**src/rtl/seq_detect_mealy_param.sv**
```systemverilog
// seq_detect_mealy_param
// Mealy serial pattern detector. It watches the accepted bits of x (cycles with
// valid=1) for a WIDTH-bit PATTERN, where the MSB is the first bit received.
// z rises combinationally in the same cycle as the final matching bit.
// OVERLAP=1 keeps the tail of a match as history for the next match.
// OVERLAP=0 discards all history after a match.
// Optional feature: define SEQDET_COUNT_EN to build a saturating match counter
// on count. Without it, count is tied to zero and z behaves identically.
//
// Handshake: valid qualifies x for one cycle. There is no back-pressure.
// z is meaningful only while valid=1 and must be sampled in that same cycle.
// clear flushes the history on the next edge and overrides valid.
module seq_detect_mealy_param #(
    parameter int                 WIDTH   = 4,
    parameter logic [WIDTH-1:0]   PATTERN = 4'b1001,
    parameter int                 OVERLAP = 1,
    parameter int                 CNT_W   = 8
) (
    input  logic             clock,
    input  logic             reset,
    input  logic             x,
    input  logic             valid,
    input  logic             clear,
    output logic             z,
    output logic [CNT_W-1:0] count
);

    localparam int                FILL_W   = $clog2(WIDTH);
    localparam logic [FILL_W-1:0] FILL_MAX = FILL_W'(WIDTH - 1);

    // Sequence state, decoded from the fill level. Checkers can bind to seq_state.
    localparam logic [1:0] ST_EMPTY   = 2'd0;
    localparam logic [1:0] ST_FILLING = 2'd1;
    localparam logic [1:0] ST_ARMED   = 2'd2;

    logic [WIDTH-2:0]  hist_q, hist_d;
    logic [FILL_W-1:0] fill_q, fill_d;
    logic [1:0]        seq_state;
    logic [WIDTH-1:0]  window;
    logic              match;

    // History plus the bit currently on x. This forms both the candidate
    // pattern and the shifted history. Slicing avoids a negative index when WIDTH=2.
    assign window = {hist_q, x};

    // Decode the sequence state and evaluate the Mealy match for this cycle.
    always_comb begin
        seq_state = ST_FILLING;
        if (fill_q == '0) begin
            seq_state = ST_EMPTY;
        end else if (fill_q == FILL_MAX) begin
            seq_state = ST_ARMED;
        end
        match = valid & ~clear & (seq_state == ST_ARMED) & (window == PATTERN);
    end

    assign z = match;

    // Next-state logic, in priority order: clear, hold, shift, non-overlap flush.
    always_comb begin
        hist_d = hist_q;
        fill_d = fill_q;
        if (clear) begin
            hist_d = '0;
            fill_d = '0;
        end else if (valid) begin
            if (match && (OVERLAP == 0)) begin
                hist_d = '0;
                fill_d = '0;
            end else begin
                hist_d = window[WIDTH-2:0];
                fill_d = (fill_q == FILL_MAX) ? fill_q : fill_q + FILL_W'(1);
            end
        end
    end

    // History and fill registers. Reset discards any partial match.
    always_ff @(posedge clock or posedge reset) begin
        if (reset) begin
            hist_q <= '0;
            fill_q <= '0;
        end else begin
            hist_q <= hist_d;
            fill_q <= fill_d;
        end
    end

`ifdef SEQDET_COUNT_EN
    logic [CNT_W-1:0] cnt_q, cnt_d;

    // Saturating incrementer. The counter holds once it reaches all ones.
    always_comb begin
        cnt_d = cnt_q;
        if (match && (cnt_q != '1)) begin
            cnt_d = cnt_q + CNT_W'(1);
        end
    end

    // Match counter register. clear does not touch it; only reset does.
    always_ff @(posedge clock or posedge reset) begin
        if (reset) begin
            cnt_q <= '0;
        end else begin
            cnt_q <= cnt_d;
        end
    end

    assign count = cnt_q;
`else
    assign count = '0;
`endif

endmodule

```
**config.mk**
```make
export PLATFORM = sky130hd
export DESIGN_NAME = seq_detect_mealy_param
export DESIGN_NICKNAME = d
export VERILOG_FILES = /design/src/rtl/seq_detect_mealy_param.sv
export SDC_FILE = /design/constraint.sdc
export NUM_CORES = 1
export LEC_CHECK = 0
export ABC_AREA = 0
export BUFFER_PORTS_ARGS = -buffer_cell sky130_fd_sc_hd__buf_2
export CAP_MARGIN = 20
export CORE_AREA = 2 2 39 41
export CTS_BUF_LIST = sky130_fd_sc_hd__clkbuf_2 sky130_fd_sc_hd__clkbuf_4 sky130_fd_sc_hd__clkbuf_8
export CTS_CLUSTER_SIZE = 24
export DETAILED_ROUTE_END_ITERATION = 7
export DIE_AREA = 0 0 41 43
export GPL_TIMING_DRIVEN = 0
export PLACE_DENSITY = 0.44
export SYNTH_ARGS = -nofsm -noshare
export SYNTH_HDL_FRONTEND = slang
export SYNTH_SLANG_ARGS = --single-unit
```
**constraint.sdc**
```tcl
create_clock -name clock -period 1.6 [get_ports clock]
set_clock_uncertainty 0.1 [all_clocks]
set_input_delay 0.32 -clock clock [delete_from_list [all_inputs] [get_ports clock]]
set_output_delay 0.32 -clock clock [all_outputs]
set_load 0.01 [all_outputs]
```
* After elaboration in Yosys (flattened, before gate mapping) *
Index checks and enable logic that the tools add are counted.

word-level totals
  bits in registers = 5
  bits in latches = 0
  bits in writable memories = 0
  memory bits (read-only) = 0
  bits of input ports = 5
  output and inout bits = 9
  memories kept = 0

operators by class
  add/subtract/negate cells = 1
  multiply operators = 0
  div/mod/pow operators = 0
  $lt $le $gt $ge = 0
  equal/unequal tests = 4
  shift-type cells = 0
  multiplexer cells = 7
  bitwise operators = 4
  reductions and logical operators = 3

operators by type and width
  cell                   number
  $mux W2                5
  $mux W3                2
  $eq A2 B2 Y1 const B   2
  $eq A4 B4 Y1 const B   1
  $and A1 B1 Y1          3
  $add A2 B1 Y2 const B  1
  $logic_not A2 Y1       1
  $ne A2 B2 Y1 const B   1
  $reduce_and A2 Y1      1
  $reduce_bool A2 Y1     1
  $not A1 Y1             1

* Longest topological paths before layout *
Gate-level depths: netlist of the first run.

  word-level depth = 6
  mapped depth = 3
  gate-level depth less buffers = 3

* Least setup slack after synthesis of the first run *
No wires, ideal clock.

  path kind = reg-to-output
  start = register fill_q[0]
  end = output port z
  arrival = 1.002 ns
  data required time = 1.180 ns
  setup slack = 0.178 ns
  stages on the path, launching flop included = 4
  buffers on the path = 0
  cells stage by stage = dfrtp_1 -> ha_1 -> nand4_1 -> nor4_1

between the ends
  longest elaborated chain between the ends = 6
  elaborated cells on any way between the ends = 7
  those cells by class = eq/ne: 2; mux: 2; bitwise: 2; reduce/logical: 1

RTL lines
  element                          RTL line  source
  start, declared                  37        logic [FILL_W-1:0] fill_q, fill_d;
  start signal, assigned           84        fill_q <= fill_d;
  $eq A2 B2 Y1                     51        end else if (fill_q == FILL_MAX) begin
  $mux W2                          51
  $mux W2 (*)                      49        if (fill_q == '0) begin
  $eq A2 B2 Y1 (*)                 54        match = valid & ~clear & (seq_state == ST_ARMED) & (window == PATTERN);
  $and A1 B1 Y1 (*) (2 in series)  54
  end, declared                    24        output logic z,

Mark *: on every way between the ends. The rest lies on a longest branch, timed or not.

* Worst setup path in the final report of the first run *
  start = register fill_q[1]
  end = output port z

The elaborated chain is that of the path after synthesis.

==> flow_metrics.env, run 1 <==
export IMPL_grt_max_degree=9
export IMPL_holdPathStages=2
export IMPL_r2r_end="fill_q[0]"
export IMPL_drc=0
export IMPL_hold_class="in2reg"
export IMPL_drt_iter0_drc=1
export IMPL_yosysWarnings=0
export IMPL_antenna_found_initial=0
export IMPL_dieArea_um2=1760
export IMPL_multi_input_area_um2=170
export IMPL_netlist_instances=32
export IMPL_numCtsBuffers=3
export IMPL_worstSetupStartpointType="flip-flop"
export IMPL_vias=223
export IMPL_violations="setup timing"
export IMPL_clockBufferDepth=2
export IMPL_register_area_um2=125
export IMPL_wirelength_um=527
export IMPL_syn_to_final_growth_pct=40.4
export IMPL_max_cap_viol_count=0
export IMPL_final_cell_mix="buf_4 (10), conb_1 (8), dfrtp_1 (5)"
export IMPL_drtAntennaViolNets=0
export IMPL_rr_startpoint="fill_q[1]"
export IMPL_synth_cell_type_count=16
export IMPL_synthTopCellsByArea="dfrtp_1 (38%), buf_4 (18%), mux2i_1 (9.1%)"
export IMPL_seq_area_frac_synth=0.377
export IMPL_drive_gt1_frac=0.440
export IMPL_setup_violations=1
export IMPL_utilization=0.336
export IMPL_place_area_um2=398
export IMPL_vdd_ir_drop_worst_v=0.000550
export IMPL_final_cell_area_um2=465
export IMPL_globalRouteOverflowTotal=0
export IMPL_vias_per_cell=3.38
export IMPL_first_pass_iters=3
export IMPL_holdCritStartpoint="clear"
export IMPL_cts_tree="done"
export IMPL_pin_count=14
export IMPL_fin_crit_ps=1610
export IMPL_clk_pin_slew_ps=40
export IMPL_cp_end_kind="primary output"
export IMPL_synth_seq_cells=5
export IMPL_drv_slew=0
export IMPL_rr_worst_depth=3
export IMPL_n_antenna_cell=0
export IMPL_clk_latency_ps=240
export IMPL_die_height_um=43
export IMPL_grt_pass1_vias=208
export IMPL_p_per_area_nw_per_um2=798
export IMPL_critPathArrivalTime_ps=1190
export IMPL_leakagePower_nw=0.256
export IMPL_cts_num_sinks=5
export IMPL_fill_cells=148
export IMPL_max_freq_mhz=619
export IMPL_port_buffers=4
export IMPL_gp_congestion=0.611
export IMPL_wl_per_cell_um=7.98
export IMPL_r2r_slack_ps=380
export IMPL_period_share=1.01
export IMPL_htree_levels=1
export IMPL_grt_pass1_wl_um=800
export IMPL_timing_final_hold_violations=0
export IMPL_fin_ws_ps=-14.7
export IMPL_core_region_area_um2=1380
export IMPL_status="complete, but fails checks"
export IMPL_critPathRequiredTime_ps=1180
export IMPL_synth_avg_cell_area_um2=10.4
export IMPL_die_width_um=41
export IMPL_synth_top_area_cell="dfrtp_1"
export IMPL_final_common_cell="buf_4"
export IMPL_synth_top_cell_area_share=0.377
export IMPL_syn_area_um2=332
export IMPL_nets=57
export IMPL_path_max_fanout=3
export IMPL_grt_usage=0.0688
export IMPL_grt_setup_unrepaired="true"
export IMPL_rows=14
export IMPL_criticalPathCategory="reg2out"
export IMPL_p_total_uw=372
export IMPL_initial_core_util=0.240
export IMPL_ctsRootBufferMaster="clkbuf_4"
export IMPL_min_to="hist_q[2]"
## flip-flops by register name, indices dropped and copies added, names as in the netlist
name and cells:
fill_q 2, hist_q 3
## synth_stat cells, drive strengths merged
cell type and instances:
ha 1, nor2 4, conb 1, nand4 1, o21ai 1, nand2b 1, mux2 1, buf 9
mux2i 3, nand4bb 1, dfrtp 5, nor4 1, nor2b 2, inv 1
## critical path, cell delays in order (launching register included)
cell	delay, ps
dfrtp_1	380
ha_4	170
nand4_1	70
nor4_1	160
buf_2	170
## power by group
group | switching (mW) | internal (mW)
logic | 0.0295 | 0.0420
registers | 0.00676 | 0.134
clock network | 0.0479 | 0.111
## worst max path at each step
stage                    from  end  depth (start not counted)  slack (ps)
floorplan           fill_q[0]    z                          3         180
global placement    fill_q[0]    z                          4         140
detailed placement  fill_q[0]    z                          4         140
CTS                 fill_q[1]    z                          4         -30
global route        fill_q[1]    z                          4         -90
finish              fill_q[1]    z                          4         -10
## stage by stage
step / setup TNS (ps) / cells / hold WS [ps] / setup WS [ps]
2_1_floorplan: 0 / 39 / -1.48 / 178
3_3_place_gp: 0 / 59 / 133 / 138
3_5_place_dp: 0 / 59 / 129 / 144
4_1_cts: -34.4 / 65 / 236 / -34.4
5_1_grt: -89.8 / 66 / 251 / -89.8
6_report: -14.7 / 66 / 244 / -14.7
## layer usage
metal	wire [um]	GRT usage	vias to the layer above
met2	209	0.0938	9
met1	277	0.0855	88
met4	0	0	0
met3	39	0.0628	0
li1	-	-	126
met5	0	0	-
## area by class of cell
class | instances | share of cell area
buffer | 9 | 0.153
clock buffer | 4 | 0.0645
inverter | 1 | 0.00806
multi-input combinational | 24 | 0.366
sequential | 5 | 0.269
tap | 16 | 0.0430
timing repair buffer | 7 | 0.0968
## cells by family after synthesis
logic type               share of synthesized area
adder cells (fa/ha/maj)                     0.0377
buffers and inverters                        0.226
AND/OR/NAND/NOR                              0.196
other                                       0.0113
flip-flops                                   0.377
AO/OA/AOI/OAI                               0.0151
multiplexers                                 0.136
## what timing repair did
item,4_1_cts,5_1_grt
setup buffers,1,1
setup endpoints to repair,1,1
hold buffers,1,0
gates resized for setup,2,0
pin swaps,1,0
hold endpoints to repair,5,0
No activity file was read; power rests on OpenSTA's default activity.
==> run 2: changes to the inputs <==
CTS_BUF_LIST = default   (was sky130_fd_sc_hd__clkbuf_2 sky130_fd_sc_hd__clkbuf_4 sky130_fd_sc_hd__clkbuf_8)
SLEW_MARGIN = 20   (was default)
TNS_END_PERCENT = 20   (was default)
==> run 2 against run 1 <==
Effect of this change: the run still ends with setup timing left; sequential power hardly changed; via count increased by 0.90%; combinational power hardly changed; sequential share of layout area increased by 0.22 points; hold slack worse by 0.74 ps; routed wire length down 0.19%; maximum frequency hardly changed; design area decreased by 0.81%; core utilization shrank 0.27 points; die area stayed put; critical endpoint unchanged; largest cell class unchanged; largest power group is now registers.
==> flow_metrics.env, run 2 (synthesized netlist as in run 1, its figures left out) <==
export IMPL_status="complete, but fails checks"
export IMPL_violations="setup timing"
export IMPL_reg_top3="hist_q (3), fill_q (2)"
export IMPL_fin_ws_ps=-13.9
export IMPL_place_area_um2=398
export IMPL_grt_pass1_vias=208
export IMPL_antenna_found_initial=0
export IMPL_timing_final_hold_violations=0
export IMPL_vias_per_cell=3.41
export IMPL_slowest_stage="dfrtp_1"
export IMPL_criticalPathCategory="reg2out"
export IMPL_crit_end="z"
export IMPL_nets=57
export IMPL_startpoint="fill_q[1]"
export IMPL_port_buffers=4
export IMPL_die_height_um=43
export IMPL_hold_class="in2reg"
export IMPL_vias=225
export IMPL_n_antenna_cell=0
export IMPL_core_region_area_um2=1380
export IMPL_period_share=1.01
export IMPL_cts_num_sinks=5
export IMPL_drt_iter0_drc=1
export IMPL_r2r_slack_ps=380
export IMPL_grt_pass1_wl_um=800
export IMPL_max_cap_viol_count=0
export IMPL_clk_latency_ps=240
export IMPL_critPathRequiredTime_ps=1180
export IMPL_r2r_end="fill_q[0]"
export IMPL_rr_worst_depth=3
export IMPL_p_total_uw=354
export IMPL_numCtsBuffers=3
export IMPL_leakagePower_nw=0.252
export IMPL_grt_setup_unrepaired="true"
export IMPL_rows=14
export IMPL_dp_slack_ps=144
export IMPL_final_cell_mix="buf_4 (10), conb_1 (8), dfrtp_1 (5)"
export IMPL_first_pass_iters=3
export IMPL_crit_chain="ha_4 > nand4_1 > nor4_1 > buf_2"
export IMPL_wirelength_um=526
export IMPL_p_per_area_nw_per_um2=767
export IMPL_grt_usage=0.0688
export IMPL_cts_tree="done"
export IMPL_clk_pin_slew_ps=40
export IMPL_drtAntennaViolNets=0
export IMPL_rr_startpoint="fill_q[1]"
export IMPL_drc=0
export IMPL_cp_end_kind="primary output"
export IMPL_max_stage_delay_ps=380
export IMPL_worstSetupStartpointType="flip-flop"
export IMPL_critPathArrivalTime_ps=1190
export IMPL_pin_count=14
export IMPL_final_common_cell="buf_4"
export IMPL_clockBufferDepth=2
export IMPL_path_max_fanout=3
export IMPL_wl_per_cell_um=7.97
export IMPL_globalRouteOverflowTotal=0
export IMPL_max_freq_mhz=620
export IMPL_drive_gt1_frac=0.420
export IMPL_ctsRootBufferMaster="clkbuf_4"
export IMPL_grt_max_degree=9
export IMPL_gp_congestion=0.611
export IMPL_setup_violations=1
export IMPL_largest_register_ff_count=3
export IMPL_die_width_um=41
export IMPL_drv_slew=0
export IMPL_htree_levels=1
export IMPL_final_cell_area_um2=462
export IMPL_regMostFlops="hist_q"
export IMPL_fin_crit_ps=1610
export IMPL_vdd_ir_drop_worst_v=0.000389
export IMPL_initial_core_util=0.240
export IMPL_syn_to_final_growth_pct=39.2
export IMPL_dieArea_um2=1760
==> run 2: how the worst min path moves through the flow <==
stage	start	to	slack (ps)	depth (start not counted)
6_report	clear	hist_q[2]	240	2
3_5_place_dp	reset	fill_q[0]	130	2
4_1_cts	clear	hist_q[2]	230	2
3_3_place_gp	reset	fill_q[0]	130	2
2_1_floorplan	reset	fill_q[0]	-1	1
5_1_grt	clear	hist_q[1]	250	2
==> run 2: worst max-delay path, delay by kind of cell, from the launching register on <==
family | cells | cell delay [ps]
adders and majority gates | 1 | 170
buffers and inverters | 1 | 170
DFF | 1 | 380
and+or+nand+nor | 2 | 230
==> run 2: report_power, final <==
part	leakage, nW	total [mW]	switching [mW]	internal, mW
Sequential	0.0674	0.141	0.00676	0.134
Combinational	0.170	0.0715	0.0295	0.0420
Clock	0.0150	0.141	0.0474	0.0940
Total	0.252	0.354	0.0837	0.270
==> run 2: stage by stage <==
stage,utilization,instances,hold WS [ps],TNS [ps]
final,0.334,66,244,-13.9
after global routing,0.334,66,250,-90.6
after CTS,0.328,65,235,-35.4
after detailed placement,0.288,59,129,0
after global placement,0.288,59,133,0
after floorplan,-,39,-1.48,0
==> run 2: area by class of cell <==
cell class / instances / area [um^2]
fill: 150 / 922
multi-input combinational: 24 / 170
sequential: 5 / 125
buffer: 9 / 71.3
timing repair buffer: 7 / 45.0
clock buffer: 4 / 26.3
tap: 16 / 20.0
inverter: 1 / 3.75
==> run 2: metal layers <==
metal,vias to the layer above,share of wire,routed length (um),global-route usage
met5,-,0,0,0
met4,0,0,0,0
met3,0,0.074,39,0.0628
met2,9,0.41,214,0.0938
met1,89,0.52,272,0.0855
li1,127,-,-,-
==> run 2: what timing repair did <==
action,CTS,global route
resized for setup,2,0
hold endpoints to repair,5,0
setup buffers,1,1
pin swaps,1,0
hold buffers,1,0
setup endpoints to repair,1,1
==> run 3: changes to the inputs <==
BUFFER_PORTS_ARGS = -buffer_cell sky130_fd_sc_hd__buf_4   (was -buffer_cell sky130_fd_sc_hd__buf_2)
CTS_BUF_LIST = sky130_fd_sc_hd__clkbuf_8 sky130_fd_sc_hd__clkbuf_16   (was default)
==> run 3 against run 2 <==
Effect of this change: the run still ends with setup timing left; sequential power hardly changed; routed wire length grew 12%; first-iteration DRC count shrank 100%; sequential share of layout area shrank 1.6 points.
==> flow_metrics.env, run 3 (synthesized netlist as in run 1, its figures left out) <==
export IMPL_drt_iter0_drc=0
export IMPL_period_share=1.01
export IMPL_pwr_share_clk=0.512
export IMPL_critPathArrivalTime_ps=1190
export IMPL_p_total_uw=444
export IMPL_p_per_area_nw_per_um2=906
export IMPL_fill_cells=142
export IMPL_switching_share=0.226
export IMPL_setup_violations=1
export IMPL_antenna_found_initial=0
export IMPL_drc=0
export IMPL_largest_register_ff_count=3
export IMPL_vias=238
export IMPL_cp_end_kind="primary output"
export IMPL_die_width_um=41
export IMPL_max_freq_mhz=620
export IMPL_port_buffers=4
export IMPL_clk_pin_slew_ps=30
export IMPL_max_cap_viol_count=0
export IMPL_initial_core_util=0.240
export IMPL_stdcell_count=66
export IMPL_clockBufferDepth=2
export IMPL_reg_top3="hist_q (3), fill_q (2)"
export IMPL_drive_gt1_frac=0.420
export IMPL_leakagePower_nw=0.267
export IMPL_cts_num_sinks=5
export IMPL_rows=14
export IMPL_violations="setup timing"
export IMPL_n_antenna_cell=0
export IMPL_cts_tree="done"
export IMPL_vdd_ir_drop_worst_v=0.000430
export IMPL_gp_congestion=0.611
export IMPL_core_region_area_um2=1380
export IMPL_regMostFlops="hist_q"
export IMPL_die_height_um=43
export IMPL_drv_slew=0
export IMPL_nets=57
export IMPL_power_switching_uw=100
export IMPL_critPathRequiredTime_ps=1180
export IMPL_final_cell_mix="buf_4 (14), conb_1 (8), dfrtp_1 (5)"
export IMPL_numCtsBuffers=3
export IMPL_p_int_uw=344
export IMPL_place_area_um2=408
export IMPL_hold_class="in2reg"
export IMPL_combinationalPowerShare=0.170
export IMPL_grt_max_degree=9
export IMPL_vias_per_cell=3.61
export IMPL_drtAntennaViolNets=0
export IMPL_pwr_share_seq=0.319
export IMPL_clk_latency_ps=220
export IMPL_grt_setup_unrepaired="true"
export IMPL_grt_usage=0.0917
export IMPL_globalRouteOverflowTotal=0
export IMPL_final_common_cell="buf_4"
export IMPL_fin_crit_ps=1610
export IMPL_final_cell_area_um2=490
export IMPL_grt_pass1_wl_um=945
export IMPL_path_max_fanout=3
export IMPL_criticalPathCategory="reg2out"
export IMPL_status="complete, but fails checks"
export IMPL_syn_to_final_growth_pct=47.9
export IMPL_hpwl_um=404
export IMPL_wl_per_cell_um=8.92
export IMPL_dieArea_um2=1760
export IMPL_timing_final_hold_violations=0
export IMPL_wirelength_um=589
export IMPL_htree_levels=1
export IMPL_post_place_cells=59
export IMPL_grt_pass1_vias=215
export IMPL_pin_count=14
export IMPL_ctsRootBufferMaster="clkbuf_8"
export IMPL_fin_ws_ps=-12.2
export IMPL_worstSetupStartpointType="flip-flop"
export IMPL_first_pass_iters=1
-- run 3: cell types whose count changed in the layout (fill, tap and decap cells not counted) --
cell / previous run / this run
clkbuf_1: 1 / 0
buf_4: 10 / 14
inv_1: 1 / 2
clkbuf_4: 3 / 0
buf_2: 4 / 0
clkbuf_8: 0 / 3
-- run 3: final cells by class --
type,instances,area (um^2),area share
Inverter,1,3.75,0.00765
Sequential cell,5,125,0.255
Clock inverter,1,3.75,0.00765
Tap cell,16,20.0,0.0408
Timing Repair Buffer,7,55.1,0.112
Multi-Input combinational cell,24,170,0.347
Clock buffer,3,41.3,0.0842
Buffer,9,71.3,0.145
-- run 3: power by group through the flow --
stage	sequential [mW]	combinational, mW	clock, mW
6_report	0.142	0.0753	0.227
5_1_grt	0.142	0.0843	0.250
4_1_cts	0.141	0.0709	0.237
3_5_place_dp	0.141	0.0625	0
3_3_place_gp	0.142	0.0620	0
2_1_floorplan	0.140	0.0502	0
-- run 3: per-layer routing --
layer	vias up	global-route usage	routed length [um]
met2	11	0.116	254
met1	100	0.0977	264
met5	-	0	0
li1	125	-	-
met3	2	0.0628	61
met4	0	0.0800	9
-- run 3: timing repair --
item,in CTS,in global routing
resized for setup,2,0
hold buffers,1,0
pin swaps,1,0
endpoints found under the setup margin,1,1
endpoints found under the hold margin,5,0
buffers inserted,1,1
-- run 3: through the flow --
stage / worst slack, ps / hold slack (ps) / utilization / setup TNS, ps
after CTS: -24.9 / 213 / 0.349 / -24.9
after detailed placement: 134 / 139 / 0.295 / 0
after global routing: -71.7 / 219 / 0.354 / -71.7
final: -12.2 / 217 / 0.354 / -12.2
after global placement: 124 / 142 / 0.295 / 0
after floorplan: 178 / -1.48 / - / 0
-- run 3: path summary, 6_finish.rpt --
path,slack (ps),startpoint,end,cells after the start
worst max-delay path,-10,fill_q[1],z,4
worst min-delay path,220,clear,hist_q[2],2
worst max register to register,370,fill_q[0],fill_q[0],3
worst min register to register,420,hist_q[2],hist_q[2],2
max in group asynchronous,760,reset,fill_q[1],3
min in group asynchronous,470,reset,hist_q[1],3
-- run 3: worst max-delay path, stage by stage, from the launching register on --
cell     delay, ps
dfrtp_1        380
ha_4           180
nand4_1         80
nor4_1         170
buf_4          160
